## config.mk

```make
export PLATFORM = sky130hd
export DESIGN_NAME = vga_line_fetcher
export DESIGN_NICKNAME = d
export VERILOG_FILES = /design/src/rtl/vga_pkg.sv /design/src/rtl/vga_fetch_addr_gen.sv /design/src/rtl/vga_line_fetcher.sv
export SDC_FILE = /design/constraint.sdc
export NUM_CORES = 1
export LEC_CHECK = 0
export BUFFER_PORTS_ARGS = -buffer_cell sky130_fd_sc_hd__buf_4
export CAP_MARGIN = 10
export CORE_MARGIN = 2
export CORE_UTILIZATION = 58
export CTS_BUF_LIST = sky130_fd_sc_hd__clkbuf_4 sky130_fd_sc_hd__clkbuf_8
export DETAILED_ROUTE_END_ITERATION = 10
export GPL_TIMING_DRIVEN = 0
export PLACE_DENSITY = 0.87
export SLEW_MARGIN = 15
export SYNTH_ARGS = -nofsm -noshare
export SYNTH_HDL_FRONTEND = slang
export SYNTH_SLANG_ARGS = --single-unit
```

## constraint.sdc

```tcl
create_clock -name clk -period 4.2 [get_ports clk]
set_input_delay 0.84 -clock clk [delete_from_list [all_inputs] [get_ports clk]]
set_output_delay 0.84 -clock clk [all_outputs]
set_load 0.01 [all_outputs]
```

## src/rtl/vga_pkg.sv

```systemverilog
// Shared types and constants for the VGA line fetch and scan-out path.
package vga_pkg;

    typedef logic [11:0] pixel_t;
    typedef pixel_t [31:0] pix_buf_t;

    localparam int PIXELS_PER_GROUP = 32;
    localparam int ACTIVE_W         = 640;
    localparam int ACTIVE_H         = 480;
    localparam int GROUPS_PER_LINE  = 20;

    typedef enum logic [1:0] {IDLE, FETCH, DRAIN, COMMIT} fetch_state_t;

endpackage

```

## src/rtl/vga_fetch_addr_gen.sv

```systemverilog
// Holds the target (line, group) of the fetch in flight and turns it plus the
// pixel index into a framebuffer word address.
module vga_fetch_addr_gen #(
    parameter int ADDR_W     = 19,
    parameter int FB_BASE    = 0,
    parameter int LINE_WORDS = 640
) (
    input  logic              clk,
    input  logic              rst,
    input  logic              load,
    input  logic [8:0]        load_y,
    input  logic [4:0]        load_group,
    input  logic [4:0]        pixel_idx,
    output logic [8:0]        target_y,
    output logic [4:0]        target_group,
    output logic [ADDR_W-1:0] addr
);

    logic [ADDR_W-1:0] y_ext;
    logic [ADDR_W-1:0] line_off;

    always_ff @(posedge clk or negedge rst) begin
        if (!rst) begin
            target_y     <= '0;
            target_group <= '0;
        end else if (load) begin
            target_y     <= load_y;
            target_group <= load_group;
        end
    end

    assign y_ext = ADDR_W'(target_y);

    // 640 = 512 + 128, so the line offset needs no multiplier for the native mode.
    assign line_off = (LINE_WORDS == 640) ? ((y_ext << 9) + (y_ext << 7))
                                          : (y_ext * ADDR_W'(LINE_WORDS));

    assign addr = ADDR_W'(FB_BASE) + line_off + (ADDR_W'(target_group) << 5)
                + ADDR_W'(pixel_idx);

endmodule

```

## src/rtl/vga_line_fetcher.sv

```systemverilog
// Fetches one 32-pixel group of a line from framebuffer memory into a shadow
// buffer, then commits it atomically to the buffer the scan-out samples.
module vga_line_fetcher
    import vga_pkg::*;
#(
    parameter int ADDR_W          = 19,
    parameter int DATA_W          = 16,
    parameter int FB_BASE         = 0,
    parameter int LINE_WORDS      = 640,
    parameter int MAX_OUTSTANDING = 4
) (
    input  logic              clk,
    input  logic              rst,
    input  logic              fetch_en,
    input  logic [4:0]        fetch_x_group,
    input  logic [8:0]        fetch_y_val,
    output logic              mem_rd_req,
    output logic [ADDR_W-1:0] mem_rd_addr,
    input  logic              mem_rd_gnt,
    input  logic              mem_rd_valid,
    input  logic [DATA_W-1:0] mem_rd_data,
    output pix_buf_t          bgr_buf,
    output logic [4:0]        buf_x_group,
    output logic [8:0]        buf_y_val,
    output logic              buf_commit,
    output logic              overrun,
    output fetch_state_t      fsm_state
);

    localparam logic [5:0] GROUP_PIX = 6'(PIXELS_PER_GROUP);
    localparam logic [5:0] MAX_OUT   = 6'(MAX_OUTSTANDING);

    fetch_state_t state, state_next;
    logic [5:0]   issue_cnt, recv_cnt, outstanding;
    pix_buf_t     shadow;
    logic         last_valid, pend_valid;
    logic [8:0]   last_y, pend_y, tgt_y, load_y, pend_eff_y;
    logic [4:0]   last_group, pend_group, tgt_group, load_group, pend_eff_group;
    logic         trigger, pend_hit, pend_eff_valid, load;
    logic         issue, accept, recv_done;
    logic         unused_data_bits;

    assign unused_data_bits = ^mem_rd_data[DATA_W-1:12];

    assign trigger = fetch_en && (!last_valid || fetch_y_val != last_y
                                  || fetch_x_group != last_group);

    // A trigger arriving in the same cycle as a commit supersedes the stored one.
    assign pend_hit       = trigger && (state != IDLE);
    assign pend_eff_valid = pend_valid || pend_hit;
    assign pend_eff_y     = pend_hit ? fetch_y_val : pend_y;
    assign pend_eff_group = pend_hit ? fetch_x_group : pend_group;

    // Read port: an address is offered while mem_rd_req is high and must stay
    // put until the cycle mem_rd_gnt is also high, which is the transfer;
    // data then returns in order, one word per mem_rd_valid cycle.
    assign outstanding = issue_cnt - recv_cnt;
    assign mem_rd_req  = (state == FETCH) && (issue_cnt < GROUP_PIX) && (outstanding < MAX_OUT);
    assign issue       = mem_rd_req && mem_rd_gnt;
    assign accept      = mem_rd_valid && (state == FETCH || state == DRAIN) && !recv_cnt[5];
    assign recv_done   = (recv_cnt + 6'(accept)) == GROUP_PIX;
    assign fsm_state   = state;

    vga_fetch_addr_gen #(
        .ADDR_W    (ADDR_W),
        .FB_BASE   (FB_BASE),
        .LINE_WORDS(LINE_WORDS)
    ) u_addr_gen (
        .clk         (clk),
        .rst         (rst),
        .load        (load),
        .load_y      (load_y),
        .load_group  (load_group),
        .pixel_idx   (issue_cnt[4:0]),
        .target_y    (tgt_y),
        .target_group(tgt_group),
        .addr        (mem_rd_addr)
    );

    always_comb begin
        state_next = state;
        load       = 1'b0;
        load_y     = fetch_y_val;
        load_group = fetch_x_group;
        case (state)
            IDLE: if (trigger) begin
                load       = 1'b1;
                state_next = FETCH;
            end
            FETCH: if (issue_cnt == GROUP_PIX) state_next = DRAIN;
            DRAIN: if (recv_done) state_next = COMMIT;
            COMMIT: begin
                if (pend_eff_valid) begin
                    load       = 1'b1;
                    load_y     = pend_eff_y;
                    load_group = pend_eff_group;
                    state_next = FETCH;
                end else begin
                    state_next = IDLE;
                end
            end
            default: state_next = IDLE;
        endcase
    end

    always_ff @(posedge clk or negedge rst) begin
        if (!rst) begin
            state       <= IDLE;
            issue_cnt   <= '0;
            recv_cnt    <= '0;
            shadow      <= '0;
            last_valid  <= 1'b0;
            last_y      <= '0;
            last_group  <= '0;
            pend_valid  <= 1'b0;
            pend_y      <= '0;
            pend_group  <= '0;
            bgr_buf     <= '0;
            buf_x_group <= '0;
            buf_y_val   <= '0;
            buf_commit  <= 1'b0;
            overrun     <= 1'b0;
        end else begin
            state      <= state_next;
            buf_commit <= (state_next == COMMIT);

            if (load) begin
                issue_cnt  <= '0;
                recv_cnt   <= '0;
                last_valid <= 1'b1;
                last_y     <= load_y;
                last_group <= load_group;
            end else begin
                if (issue) issue_cnt <= issue_cnt + 6'd1;
                if (accept) begin
                    shadow[recv_cnt[4:0]] <= mem_rd_data[11:0];
                    recv_cnt              <= recv_cnt + 6'd1;
                end
            end

            if (state == COMMIT) begin
                pend_valid <= 1'b0;
            end else if (pend_hit) begin
                pend_valid <= 1'b1;
                pend_y     <= fetch_y_val;
                pend_group <= fetch_x_group;
            end
            if (pend_hit && pend_valid && (fetch_y_val != pend_y || fetch_x_group != pend_group))
                overrun <= 1'b1;

            // The final return may land on the same edge as the commit, so merge it here.
            if (state == DRAIN && recv_done) begin
                for (int i = 0; i < PIXELS_PER_GROUP; i++)
                    bgr_buf[i] <= (accept && recv_cnt[4:0] == 5'(i)) ? mem_rd_data[11:0] : shadow[i];
                buf_x_group <= tgt_group;
                buf_y_val   <= tgt_y;
            end
        end
    end

endmodule

```

==> flow_summary.ini <==
[run_status]
outcome = complete, but fails checks
violations = negative setup slack

[floorplanning]
std_cell_rows = 87
die_y_um = 242
pin_count = 457
die_x_um = 242
coreArea_mm2 = 0.0561
start_util_pct = 58.4
die_area_mm2 = 0.0583

[min_path]
hold_start = fetch_en
hold-path-cell-count = 2
hp-class = in -> reg
hold_end = fsm_state[1]

[clocking]
cts_tree = done
clkLatencyLatePin_ns = 0.79
clock_path_buffers = 3
path_clk_slew_ns = 0.06
root_buffer = clkbuf_8
cts_inserted_buffers = 135
cts_sinks = 828
htree_num_levels = 4

[synthesis]
yosysTopAreaCellShare_pct = 63.3
synth.avg_cell_area_um2 = 15.2
synth_edf_count = 0
synthFlopType = dfrtp_1
netlist_instances = 2146
synth_common_cells = 828 x dfrtp_1, 758 x mux2_2, 112 x nand2_1
yosysTopAreaCell = dfrtp_1
synthTopCellsByArea = dfrtp_1 63%, mux2_2 26%, ha_1 1.3%, nand2_1 1.3%, mux2i_1 1.2%
synth.most_common_cell = dfrtp_1
async_flop_share_pct = 100
ys_seq_area_share_pct = 63.3
synth_seq_cells = 828
netlist_area_mm2 = 0.0327
yosys_warnings = 0
synth_cell_type_count = 51
syn-num-nets = 2218

[sta]
setup_ws_ns = -0.202
worst_pin_slew_ns = 1.12
finalCritPeriodShare_pct = 105
rsz0062_at_grt = true
setup_viol = 3
fmax_mhz = 227
tns_ns = -0.218
min_period_ns = 4.40
hold_viol_final = 0
max-slew-margin-rel_pct = 25.5
finalMaxSlewViolations = 0
fin_worst_skew_ns = 0.0417

[critical_path]
critical_path_buf_inv_count = 1
worst_ep_required_time_ns = 3.36
r2r_start = fsm_state[0]
critPathKind = reg -> out
slowest_stage = fa_1
critPathLaunchType = flip-flop
end_kind = output port
r2r_slack_ns = 0.30
arrival_ns = 3.56
critPathTopFamily = compound AO/OA/AOI/OAI gates
crit_path_cell_trace = fa_1 > ha_1 > a21o_1 > a21oi_2 > o21ai_1 > or4_4 > a2111o_1 > o211ai_1 > buf_4
cp_slowest_stage_delay_ns = 0.48
reg2reg_depth = 13
crit_fanout = 4
worstReg2RegEnd = bgr_buf[43]

[global_route]
grt_usage_pct = 30.1
grt_max_degree = 113
grt_pass1_wl_um = 132000
gr-total-overflow = 0
antenna_found_initial = 8
grt_pass1_vias = 21800

[cells_and_area]
syn_to_final_growth_pct = 23.0
design_area_mm2 = 0.0402
drive_gt1_share_pct = 55.1
fin_nets = 2821
fin_cells = 3606

[drt]
drt-initial-drc-count = 1076
met2_length_um = 43100
wl_met3_um = 5880
wl_met1_um = 34900
wire_per_inst_um = 23.9
totalWireLength_um = 86300
vias = 20100
post-route-drc-count = 0
routed_via_density = 5.58
highest_layer = met4
firstDrtPassIters = 5
ant_nets = 0

[power_and_ir_drop]
powerDensity_mw_per_mm2 = 488
power.leakage_nw = 21.3
ir_worst_vdd_uv = 486

[place]
gp_congestion = 0.869
dp.cells = 3362
hpwl_um = 59700
dpl-instance-area_mm2 = 0.0373
port_buffers = 452

[run]
drv_cap = 0
[power breakdown]
part | leakage, nW | switching [mW] | total [mW] | internal, mW
logic | 8.44 | 1.67 | 3.18 | 1.51
clock network | 1.51 | 3.20 | 7.27 | 4.06
registers | 11.4 | 0.394 | 9.18 | 8.78
total | 21.3 | 5.27 | 19.6 | 14.4
[layout by cell type, fill, tap and decap left out, drive strengths merged, types with 2 or more instances in the layout]
| cell | Yosys | layout |
|---|---|---|
| nand4 | 6 | 6 |
| o21ai | 47 | 47 |
| bufinv | 0 | 3 |
| nor4 | 3 | 3 |
| o21a | 2 | 2 |
| a2111o | 2 | 2 |
| dfrtp | 828 | 828 |
| clkbuf | 46 | 253 |
| nand2 | 112 | 112 |
| nor2 | 34 | 34 |
| mux2 | 758 | 758 |
| buf | 92 | 553 |
| nor2b | 3 | 3 |
| nor3 | 13 | 13 |
| a31oi | 3 | 3 |
| nand2b | 3 | 3 |
| or3 | 2 | 2 |
| and2 | 6 | 6 |
| fa | 2 | 2 |
| o211a | 2 | 2 |
| a21oi | 8 | 8 |
| a21o | 2 | 2 |
| xor2 | 14 | 14 |
| clkinv | 0 | 18 |
| diode | 0 | 2 |
| clkinvlp | 0 | 3 |
| and3 | 2 | 2 |
| o31ai | 2 | 2 |
| a211oi | 2 | 2 |
| inv | 16 | 25 |
| a31o | 3 | 3 |
| a211o | 2 | 2 |
| or4 | 3 | 3 |
| ha | 35 | 35 |
| mux2i | 39 | 39 |
| xnor2 | 27 | 27 |
| nand3 | 15 | 15 |
[layout make-up]
cell class	instances	area, um2
fillers	3530	15800
diodes	2	5.00
clock inverters	33	303
repair buffers	466	3670
well taps	756	946
inverters	16	60.1
flip-flops and latches	828	20700
plain buffers	138	763
multi-input cells	1164	11200
clock buffers	203	2530
[sequential cells by signal, indices dropped and copies added, names as in the netlist, 6 cells and up]
| name | flops |
|---|---|
| last_y | 9 |
| pend_y | 9 |
| recv_cnt | 6 |
| buf_y_val | 9 |
| issue_cnt | 6 |
| shadow | 384 |
| bgr_buf | 384 |
[cells by family (layout without fill, tap and decap cells)]
kind of cell	count (synthesis)	after routing	synth area share [%]
flip-flops	828	828	63.3
buffers and inverters	154	856	2.49
other	0	2	0
AND/OR/NAND/NOR	204	204	2.70
XOR/XNOR	41	41	1.10
multiplexers	797	797	27.3
AO/OA/AOI/OAI	85	85	1.66
adder cells (fa/ha/maj)	37	37	1.46
[repair_timing]
item                       CTS  global route
pin swaps                    1             6
hold endpoints to repair    39             0
resized for setup            9            10
setup buffers                5             0
hold buffers                 1             0
setup endpoints to repair  237            88
[routing by layer]
layer	global-route usage [%]	vias up
li1	-	8729
met1	37.9	10600
met2	49.7	599
met3	8.77	154
met4	10.9	0
met5	0	-
[metrics by stage]
stage          setup slack [ns]  util (%)  hold WS [ns]  total power, mW
2_1_floorplan             0.699         -         0.434             11.2
3_3_place_gp              -6.47      66.1         0.457             12.1
3_5_place_dp             -0.135      66.5         0.459             12.3
4_1_cts                  -0.273      71.7         0.261             19.7
5_1_grt                  -0.339      71.8         0.299             20.5
6_report                 -0.202      71.8         0.334             19.6
[how the worst max path moves through the flow]
stage               cells past startpoint  slack, ns          start               to
floorplan                               8       0.70      last_y[0]  mem_rd_addr[17]
global placement                        1      -6.47            rst     bgr_buf[292]
detailed placement                     13      -0.14   fsm_state[0]      bgr_buf[47]
CTS                                     9      -0.27      last_y[2]  mem_rd_addr[17]
global route                            9      -0.34      last_y[0]  mem_rd_addr[17]
finish                                  9      -0.20  last_group[4]  mem_rd_addr[17]
[worst register-to-register path, delay by kind of cell, from the launching register on]
kind | cells | cell delay [ns]
compound gates | 3 | 0.76
buf+inv | 5 | 1.25
fa+ha+maj | 2 | 0.59
flops | 1 | 0.46
mux | 1 | 0.38
simple gates | 2 | 0.33
Power figures use the tool's default switching activity.
